===== config.mk =====
export PLATFORM = sky130hd
export DESIGN_NAME = alu_cmd_sequencer
export DESIGN_NICKNAME = d
export VERILOG_FILES = /design/src/rtl/alu_cmd_sequencer.sv
export SDC_FILE = /design/constraint.sdc
export NUM_CORES = 1
export LEC_CHECK = 0
export ABC_AREA = 0
export BUFFER_PORTS_ARGS = -buffer_cell sky130_fd_sc_hd__buf_2
export CAP_MARGIN = 20
export CORE_MARGIN = 2
export CORE_UTILIZATION = 33
export CTS_BUF_LIST = sky130_fd_sc_hd__clkbuf_4
export DETAILED_ROUTE_END_ITERATION = 7
export PLACE_DENSITY_LB_ADDON = 0.3
export SLEW_MARGIN = 20
export SYNTH_ARGS = -nofsm -noshare
export SYNTH_HDL_FRONTEND = slang
export SYNTH_SLANG_ARGS = --single-unit

===== constraint.sdc =====
create_clock -name clk -period 5.8 [get_ports clk]
set_input_delay 0.87 -clock clk [delete_from_list [all_inputs] [get_ports clk]]
set_output_delay 0.87 -clock clk [all_outputs]
set_load 0.01 [all_outputs]

===== src/rtl/alu_cmd_sequencer.sv =====
// Issue stage in front of the 8-bit ALU: buffers (A, B, opcode) commands in a FIFO,
// drives the ALU from registers and returns each captured result over valid/ready.
module alu_cmd_sequencer #(
  parameter int WIDTH = 8,
  parameter int OPW   = 3,
  parameter int DEPTH = 4
) (
  input  logic                       clk,
  input  logic                       rst_n,
  input  logic                       cmd_valid,
  output logic                       cmd_ready,
  input  logic [WIDTH-1:0]           cmd_a,
  input  logic [WIDTH-1:0]           cmd_b,
  input  logic [OPW-1:0]             cmd_s,
  output logic [WIDTH-1:0]           alu_a,
  output logic [WIDTH-1:0]           alu_b,
  output logic [OPW-1:0]             alu_s,
  input  logic [WIDTH-1:0]           alu_y,
  input  logic                       alu_carry,
  output logic                       res_valid,
  input  logic                       res_ready,
  output logic [WIDTH-1:0]           res_y,
  output logic                       res_carry,
  output logic [OPW-1:0]             res_s,
  output logic [7:0]                 res_tag,
  output logic [$clog2(DEPTH):0]     fifo_count
);

  localparam int AW = $clog2(DEPTH);
  localparam int CW = AW + 1;
  localparam logic [CW-1:0] FULL_COUNT = CW'(DEPTH);

  typedef enum logic [1:0] {IDLE, EXEC, HOLD} state_t;

  state_t          state;
  state_t          next_state;
  logic [WIDTH-1:0] mem_a [DEPTH];
  logic [WIDTH-1:0] mem_b [DEPTH];
  logic [OPW-1:0]   mem_s [DEPTH];
  logic [AW-1:0]    wr_ptr;
  logic [AW-1:0]    rd_ptr;
  logic [CW-1:0]    count;
  logic [7:0]       tag;
  logic             push;
  logic             pop;
  logic             fifo_empty;

  // Ready comes from the registered count only, so a same-cycle pop never frees a full FIFO early.
  assign fifo_empty = (count == '0);
  assign cmd_ready  = (count != FULL_COUNT);
  assign push       = cmd_valid & cmd_ready;
  assign fifo_count = count;

  always_ff @(posedge clk or negedge rst_n) begin
    if (!rst_n) begin
      state <= IDLE;
    end else begin
      state <= next_state;
    end
  end

  always_comb begin
    next_state = state;
    pop        = 1'b0;
    case (state)
      IDLE: begin
        if (!fifo_empty) begin
          pop        = 1'b1;
          next_state = EXEC;
        end
      end
      EXEC: next_state = HOLD;
      HOLD: begin
        if (res_ready) begin
          pop        = !fifo_empty;
          next_state = fifo_empty ? IDLE : EXEC;
        end
      end
      default: next_state = IDLE;
    endcase
  end

  always_ff @(posedge clk) begin
    if (push) begin
      mem_a[wr_ptr] <= cmd_a;
      mem_b[wr_ptr] <= cmd_b;
      mem_s[wr_ptr] <= cmd_s;
    end
  end

  always_ff @(posedge clk or negedge rst_n) begin
    if (!rst_n) begin
      wr_ptr <= '0;
      rd_ptr <= '0;
      count  <= '0;
    end else begin
      if (push) wr_ptr <= wr_ptr + AW'(1);
      if (pop)  rd_ptr <= rd_ptr + AW'(1);
      case ({push, pop})
        2'b10:   count <= count + CW'(1);
        2'b01:   count <= count - CW'(1);
        default: count <= count;
      endcase
    end
  end

  // EXEC lasts one cycle: the ALU settles on the registered operands and is sampled at its end.
  always_ff @(posedge clk or negedge rst_n) begin
    if (!rst_n) begin
      alu_a     <= '0;
      alu_b     <= '0;
      alu_s     <= '0;
      res_valid <= 1'b0;
      res_y     <= '0;
      res_carry <= 1'b0;
      res_s     <= '0;
      res_tag   <= '0;
      tag       <= '0;
    end else begin
      if (pop) begin
        alu_a <= mem_a[rd_ptr];
        alu_b <= mem_b[rd_ptr];
        alu_s <= mem_s[rd_ptr];
      end
      if (state == EXEC) begin
        res_y     <= alu_y;
        res_carry <= alu_carry;
        res_s     <= alu_s;
        res_tag   <= tag;
        tag       <= tag + 8'd1;
        res_valid <= 1'b1;
      end else if (state == HOLD && res_ready) begin
        res_valid <= 1'b0;
      end
    end
  end

endmodule


==> flow_metrics.tcl, run 1 <==
set metrics [dict create \
    run_status "completed" \
    fin_tns_setup_ns 0 \
    dp.cells 537 \
    crit_path_max_incr_delay_ns 0.45 \
    viasPerCell 4.45 \
    grt_overflow 0 \
    dr.pass1.iters 4 \
    antenna_found_initial 1 \
    clk_latency_ns 0.53 \
    fin_crit_sh_pct 42.0 \
    setup_viol 0 \
    grt_max_degree 58 \
    utilization_pct 40.0 \
    cts_tree "done" \
    die_area_mm2 0.0166 \
    cp_max_fo 6 \
    ys_seq_elements 133 \
    path_delay_family "flip-flops" \
    finalCriticalPeriod_ns 2.43 \
    crit_required_ns 4.93 \
    die_h_um 129 \
    layout_common_cells "76 x edfxtp_1, 75 x buf_2, 57 x dfrtp_1" \
    htreeDepth 4 \
    rsz0062_at_grt "false" \
    start_util_pct 33.8 \
    area_growth_pct 18.5 \
    wl_per_cell_um 15.8 \
    drive_gt1_share_pct 47.2 \
    cts-resized-gates 0 \
    gp_congestion 0.667 \
    grt_util_all_layers_pct 11.7 \
    final_cell_area_mm2 0.00611 \
    hold_viol_final 0 \
    ios 76 \
    netlist_instances 256 \
    critPathBufInv 1 \
    cts-buffers-inserted 17 \
    vias 2535 \
    worstPathArrival_ns 1.56 \
    drt_iter0_markers 73 \
    crit_path_start_kind "flip-flop" \
    antenna_left 0 \
    synth_seq_area_share_pct 71.9 \
    leakage_uw 0.00245 \
    cts_sinks 133 \
    avgSynthCellArea_um2 20.1 \
    total_power_uw 3340 \
    cts.clk_slew.worst_paths_ns 0.11 \
    powerDensity_mw_per_mm2 547 \
    synth_cell_types 30 \
    slew_headroom_pct 36.2 \
    drv_slew 0 \
    ys_warn_count 0 \
    place_area_mm2 0.00576 \
    drc 0 \
    hp-class "in -> async" \
    final_common_cell "edfxtp_1" \
    worstSetupPathType "reg -> out" \
    worst_setup_path_end_kind "primary output" \
    fin_worst_skew_ns 0.0211 \
    grt_pass1_wl_um 14100 \
    cts_hold_buf 0 \
    nets 384 \
    synth_fp_nets 295 \
    maxCapViolations 0 \
    hpwlAfterDp_um 5600 \
    cts_root_buffer "clkbuf_4" \
    routed_wl_um 9020 \
    cts.path.max_buffers 2 \
    crit_path_cell_trace "or3b_4, buf_2" \
    max_freq_ghz 0.411 \
    io_buffers 75 \
    die_w_um 129 \
    rows 45 \
    grt_pass1_vias 2687 \
    slowest_stage "dfrtp_1" \
    fin_cells 570 \
    tightest_slew_ns 0.957 \
    ir_worst_vdd_v 0.000173 \
    fp.coreArea_mm2 0.0153 \
    cts_setup_buffers 0 \
    syn_area_mm2 0.00515 \
]
==> state kept, by name, indices dropped and copies added (netlist names) <==
name / cells
alu_a: 8
alu_b: 8
alu_s: 3
fifo_count: 3
mem_a: 32
mem_b: 32
mem_s: 12
rd_ptr: 2
res_carry: 1
res_s: 3
res_tag: 8
res_valid: 1
res_y: 8
state: 2
tag: 8
wr_ptr: 2
==> where the power goes <==
part           leakage [uW]  internal (uW)  switching [uW]  total, uW
clock network      0.000177            394             330        723
registers           0.00138           1320             204       1520
logic              0.000895            615             485       1100
==> metal layers <==
| layer | wire (um) | vias up | GRT usage (%) |
|---|---|---|---|
| met2 | 4510 | 70 | 19.6 |
| li1 | - | 1159 | - |
| met5 | 0 | - | 0 |
| met4 | 201 | 0 | 5.37 |
| met1 | 3850 | 1290 | 13.2 |
| met3 | 467 | 16 | 4.82 |
==> area by class of cell <==
type | count | area, um2
diodes | 1 | 2.50
clock buffers | 19 | 143
clock inverters | 13 | 204
fillers | 1407 | 9150
inverters | 8 | 30.0
multi-input cells | 106 | 1350
flip-flops and latches | 133 | 3710
well taps | 211 | 264
repair buffers | 79 | 405
==> cell families after synthesis <==
family	count (synthesis)	share of synthesized area, %
adder cells (fa/ha/maj)	7	1.84
flip-flops	133	71.9
AND/OR/NAND/NOR	22	2.94
XOR/XNOR	13	2.21
buffers and inverters	17	2.04
AO/OA/AOI/OAI	3	0.340
multiplexers	61	18.7
==> final timing paths <==
path | from | end | slack [ns] | depth (start not counted)
setup / recovery | fifo_count[0] | cmd_ready | 3.37 | 2
hold / removal | rst_n | res_tag[2] | 0.48 | 2
setup reg to reg | state[1] | fifo_count[2] | 3.43 | 9
hold reg to reg | tag[7] | tag[7] | 0.48 | 1
max in group asynchronous | rst_n | fifo_count[2] | 4.81 | 2
min in group clk | tag[7] | tag[7] | 0.48 | 1
==> per-stage QoR <==
step	setup WS (ns)	hold WS, ns
4_1_cts	3.29	0.464
6_report	3.37	0.478
2_1_floorplan	3.26	0.440
5_1_grt	3.25	0.482
3_3_place_gp	2.94	0.460
3_5_place_dp	2.88	0.463
==> cell usage after synthesis, drive strengths merged <==
| cell | n | share of area, % |
|---|---|---|
| xnor2 | 8 | 1.4 |
| nand4 | 3 | 0.36 |
| inv | 8 | 0.58 |
| buf | 7 | 1.3 |
| dfrtp | 57 | 28 |
| nor2 | 1 | 0.073 |
| mux4 | 19 | 8.3 |
| and2 | 1 | 0.17 |
| nor4b | 1 | 0.17 |
| nor2b | 1 | 0.12 |
| mux2i | 1 | 0.19 |
| xor2 | 5 | 0.85 |
| and2b | 1 | 0.15 |
| and4b | 1 | 0.19 |
| a21o | 1 | 0.15 |
| nor3 | 3 | 0.49 |
| fa | 1 | 0.39 |
| and3 | 5 | 0.70 |
| mux2 | 41 | 10 |
| or3b | 1 | 0.22 |
| ha | 6 | 1.5 |
| nand2 | 4 | 0.29 |
| a21oi | 2 | 0.19 |
| clkbuf | 2 | 0.15 |
| edfxtp | 76 | 44 |
Power figures use the tool's default switching activity.
==> inputs of run 2 (changes only) <==
Settings changed: ABC_AREA 0 to 1.
Clock period 5.8 ns to 2 ns, I/O delays scaled along.
==> run 2 against run 1 <==
Against the previous run:
- cell count is 49% higher
- clock skew down 0.0035 ns
- area after synthesis increased by 2.6%
- clock power increased to 2.8 times the previous value
- register-to-register slack worse by 3.3 ns
- via count is 45% higher
- clock-buffer cell count decreased by 2
- total power grew to 3.0 times the previous value
- critical path depth rose by 8
- critical endpoint is now fifo_count[2]
- highest routed layer unchanged
==> flow_metrics.tcl, run 2 <==
set metrics [dict create \
    synth_compound_area_share_pct 5.16 \
    worst_hold_startpoint "res_ready" \
    fillers 1513 \
    start_util_pct 33.5 \
    synthAdderAreaFrac_pct 1.80 \
    slowest_stage "dfrtp_1" \
    die_h_um 131 \
    synthMuxAreaShare_pct 0 \
    avgSynthCellArea_um2 10.7 \
    crit_path_max_incr_delay_ns 0.39 \
    setup_slack_ns 0.0861 \
    slew_headroom_pct 58.8 \
    grt_pass1_vias 3487 \
    drive_gt1_share_pct 22.4 \
    setup_viol 0 \
    drv_slew 0 \
    dp_slack_ns 0.0245 \
    synth_top_family_by_area "simple AND/OR/NAND/NOR gates" \
    netlist_instances 492 \
    hold_end "state[0]" \
    top_regs "mem_a: 32 flops, mem_b: 32 flops, mem_s: 12 flops" \
    synth_seq_area_share_pct 70.1 \
    timing.rr.end "fifo_count[2]" \
    synth_top_area_share_pct 43.2 \
    crit_path_start_kind "flip-flop" \
    r2r_start "fifo_count[2]" \
    routed_wl_um 11200 \
    ys_async_sr_fraction_pct 42.9 \
    ys_warn_count 0 \
    place_area_mm2 0.00602 \
    hpwlAfterDp_um 7090 \
    worstHoldPathCells 3 \
    synth_cell_types 24 \
    yosys-top-cells-count "148 x nand2_1, 87 x nor2_1, 76 x edfxtp_1, 57 x dfrtp_1, 40 x o21ai_0" \
    cts_sinks 133 \
    dr.pass1.iters 4 \
    powerDensity_mw_per_mm2 1480 \
    cts-buffers-inserted 17 \
    viasPerCell 4.35 \
    antenna_left 0 \
    cts.path.max_buffers 2 \
    io_buffers 75 \
    yosys.area.top_type "edfxtp_1" \
    utilization_pct 42.4 \
    final_common_cell "nand2_1" \
    syn_area_mm2 0.00529 \
    final_cell_area_mm2 0.00669 \
    grt_pass1_wl_um 17600 \
    synthSimpleGateAreaFrac_pct 18.0 \
    vias 3686 \
    fp.coreArea_mm2 0.0158 \
    synth_edf_count 76 \
    layout_common_cells "147 x nand2_1, 86 x nor2_1, 76 x edfxtp_1" \
    seqCellArea_mm2 0.00371 \
    maxCapViolations 0 \
    yosysMostFrequentCell "nand2_1" \
    fin_tns_setup_ns 0 \
    synth_xor_area_share_pct 1.16 \
    synth_fp_nets 531 \
    leakage_uw 0.00298 \
    drc 0 \
    rrSetupSlack_ns 0.09 \
    ios 76 \
    synth_flop_cell "edfxtp_1" \
    cp_max_fo 3 \
    htreeDepth 4 \
    crit_required_ns 2.46 \
    worstPathArrival_ns 2.37 \
    run_status "completed" \
    area_growth_pct 26.6 \
    fin_crit_sh_pct 95.7 \
    tightest_slew_ns 0.618 \
    timing.critical_path.mode_cell "inv_1" \
    grt_max_degree 41 \
    worstSetupPathType "reg -> reg" \
    cts_root_buffer "clkbuf_4" \
    die_w_um 131 \
    hp-class "in -> reg" \
    reg2regPathDepth 10 \
    cts_tree "done" \
    nets 655 \
    synth_area_leaders "edfxtp_1 43%, dfrtp_1 27%, nand2_1 11%" \
    total_power_uw 9930 \
    gp_congestion 0.788 \
    clk_latency_ns 0.53 \
    multi_input_area_mm2 0.00140 \
    worst_setup_path_end_kind "flip-flop" \
    ys_seq_elements 133 \
    ir_worst_vdd_v 0.000431 \
    hold_viol_final 0 \
    drt_iter0_markers 176 \
    grt_overflow 0 \
    rows 46 \
    crit_path_cell_trace "inv_1, nand3_2, inv_1, nor2_2, ha_2, inv_2, fa_2, or2_2, nand2_1, xor2_1" \
    cts.clk_slew.worst_paths_ns 0.11 \
    finalCriticalPeriod_ns 1.91 \
    fin_worst_skew_ns 0.0176 \
    wl_per_cell_um 13.3 \
    max_freq_ghz 0.522 \
    antenna_found_initial 2 \
    grt_util_all_layers_pct 13.8 \
    die_area_mm2 0.0171 \
]
-- run 2: critical path, delay by kind of cell, from the launching register on --
| family | cells | cell delay (ns) |
|---|---|---|
| xor gates and xnor gates | 1 | 0.14 |
| adders and majority gates | 2 | 0.55 |
| buffers and inverters | 3 | 0.19 |
| DFF | 1 | 0.39 |
| and+or+nand+nor | 4 | 0.57 |
-- run 2: area by class of cell --
cell class	instances	share of cell area [%]
Sequential cell	133	55.4
Antenna cell	2	0.0748
Clock buffer	17	1.91
Timing Repair Buffer	125	13.2
Multi-Input combinational cell	314	20.9
Tap cell	216	4.04
Clock inverter	15	3.05
Inverter	25	1.40
-- run 2: through the flow --
| stage | hold WS, ns | cells |
|---|---|---|
| 6_report | 0.105 | 847 |
| 5_1_grt | 0.0728 | 847 |
| 4_1_cts | 0.0546 | 840 |
| 3_5_place_dp | 0.351 | 779 |
| 3_3_place_gp | 0.351 | 779 |
| 2_1_floorplan | 0.00441 | 492 |
-- run 2: worst max path at each step --
stage / from / to / slack [ns]
2_1_floorplan: fifo_count[0] / mem_a[0][0] / -0.0001
3_3_place_gp: state[0] / fifo_count[2] / 0.1
3_5_place_dp: state[1] / fifo_count[2] / 0.02
4_1_cts: fifo_count[1] / fifo_count[2] / 0.04
5_1_grt: fifo_count[2] / fifo_count[2] / -0.004
6_report: fifo_count[2] / fifo_count[2] / 0.09
-- run 2: kinds of logic (layout without fill, tap and decap cells) --
group	after synthesis	in the layout
fa+ha+maj	7	7
compound gates	54	54
other cells	0	2
xor+xnor	7	7
buf+inv	45	182
simple gates	246	246
flops	133	133
-- run 2: metal layers --
layer  up-vias  track usage (%)  wire [um]
met3         4             4.85        599
met4         0             5.01         84
met5         -                0          0
li1       1855                -          -
met1      1728             16.9       5000
met2        99             22.6       5550
-- run 2: power by group --
part	total, uW	leakage, uW	switching, uW	internal, uW
logic	3780	0.00141	2370	1410
registers	4140	0.00141	378	3760
clock network	2010	0.000167	1010	1000
total	9930	0.00298	3750	6170
-- run 2: timing repair --
| action | 4_1_cts | 5_1_grt |
|---|---|---|
| endpoints found under the setup margin | 1 | 1 |
| gates resized for setup | 1 | 6 |
| setup buffers | 0 | 5 |
| hold buffers | 29 | 0 |
| endpoints found under the hold margin | 108 | 0 |
| pin swaps | 1 | 3 |
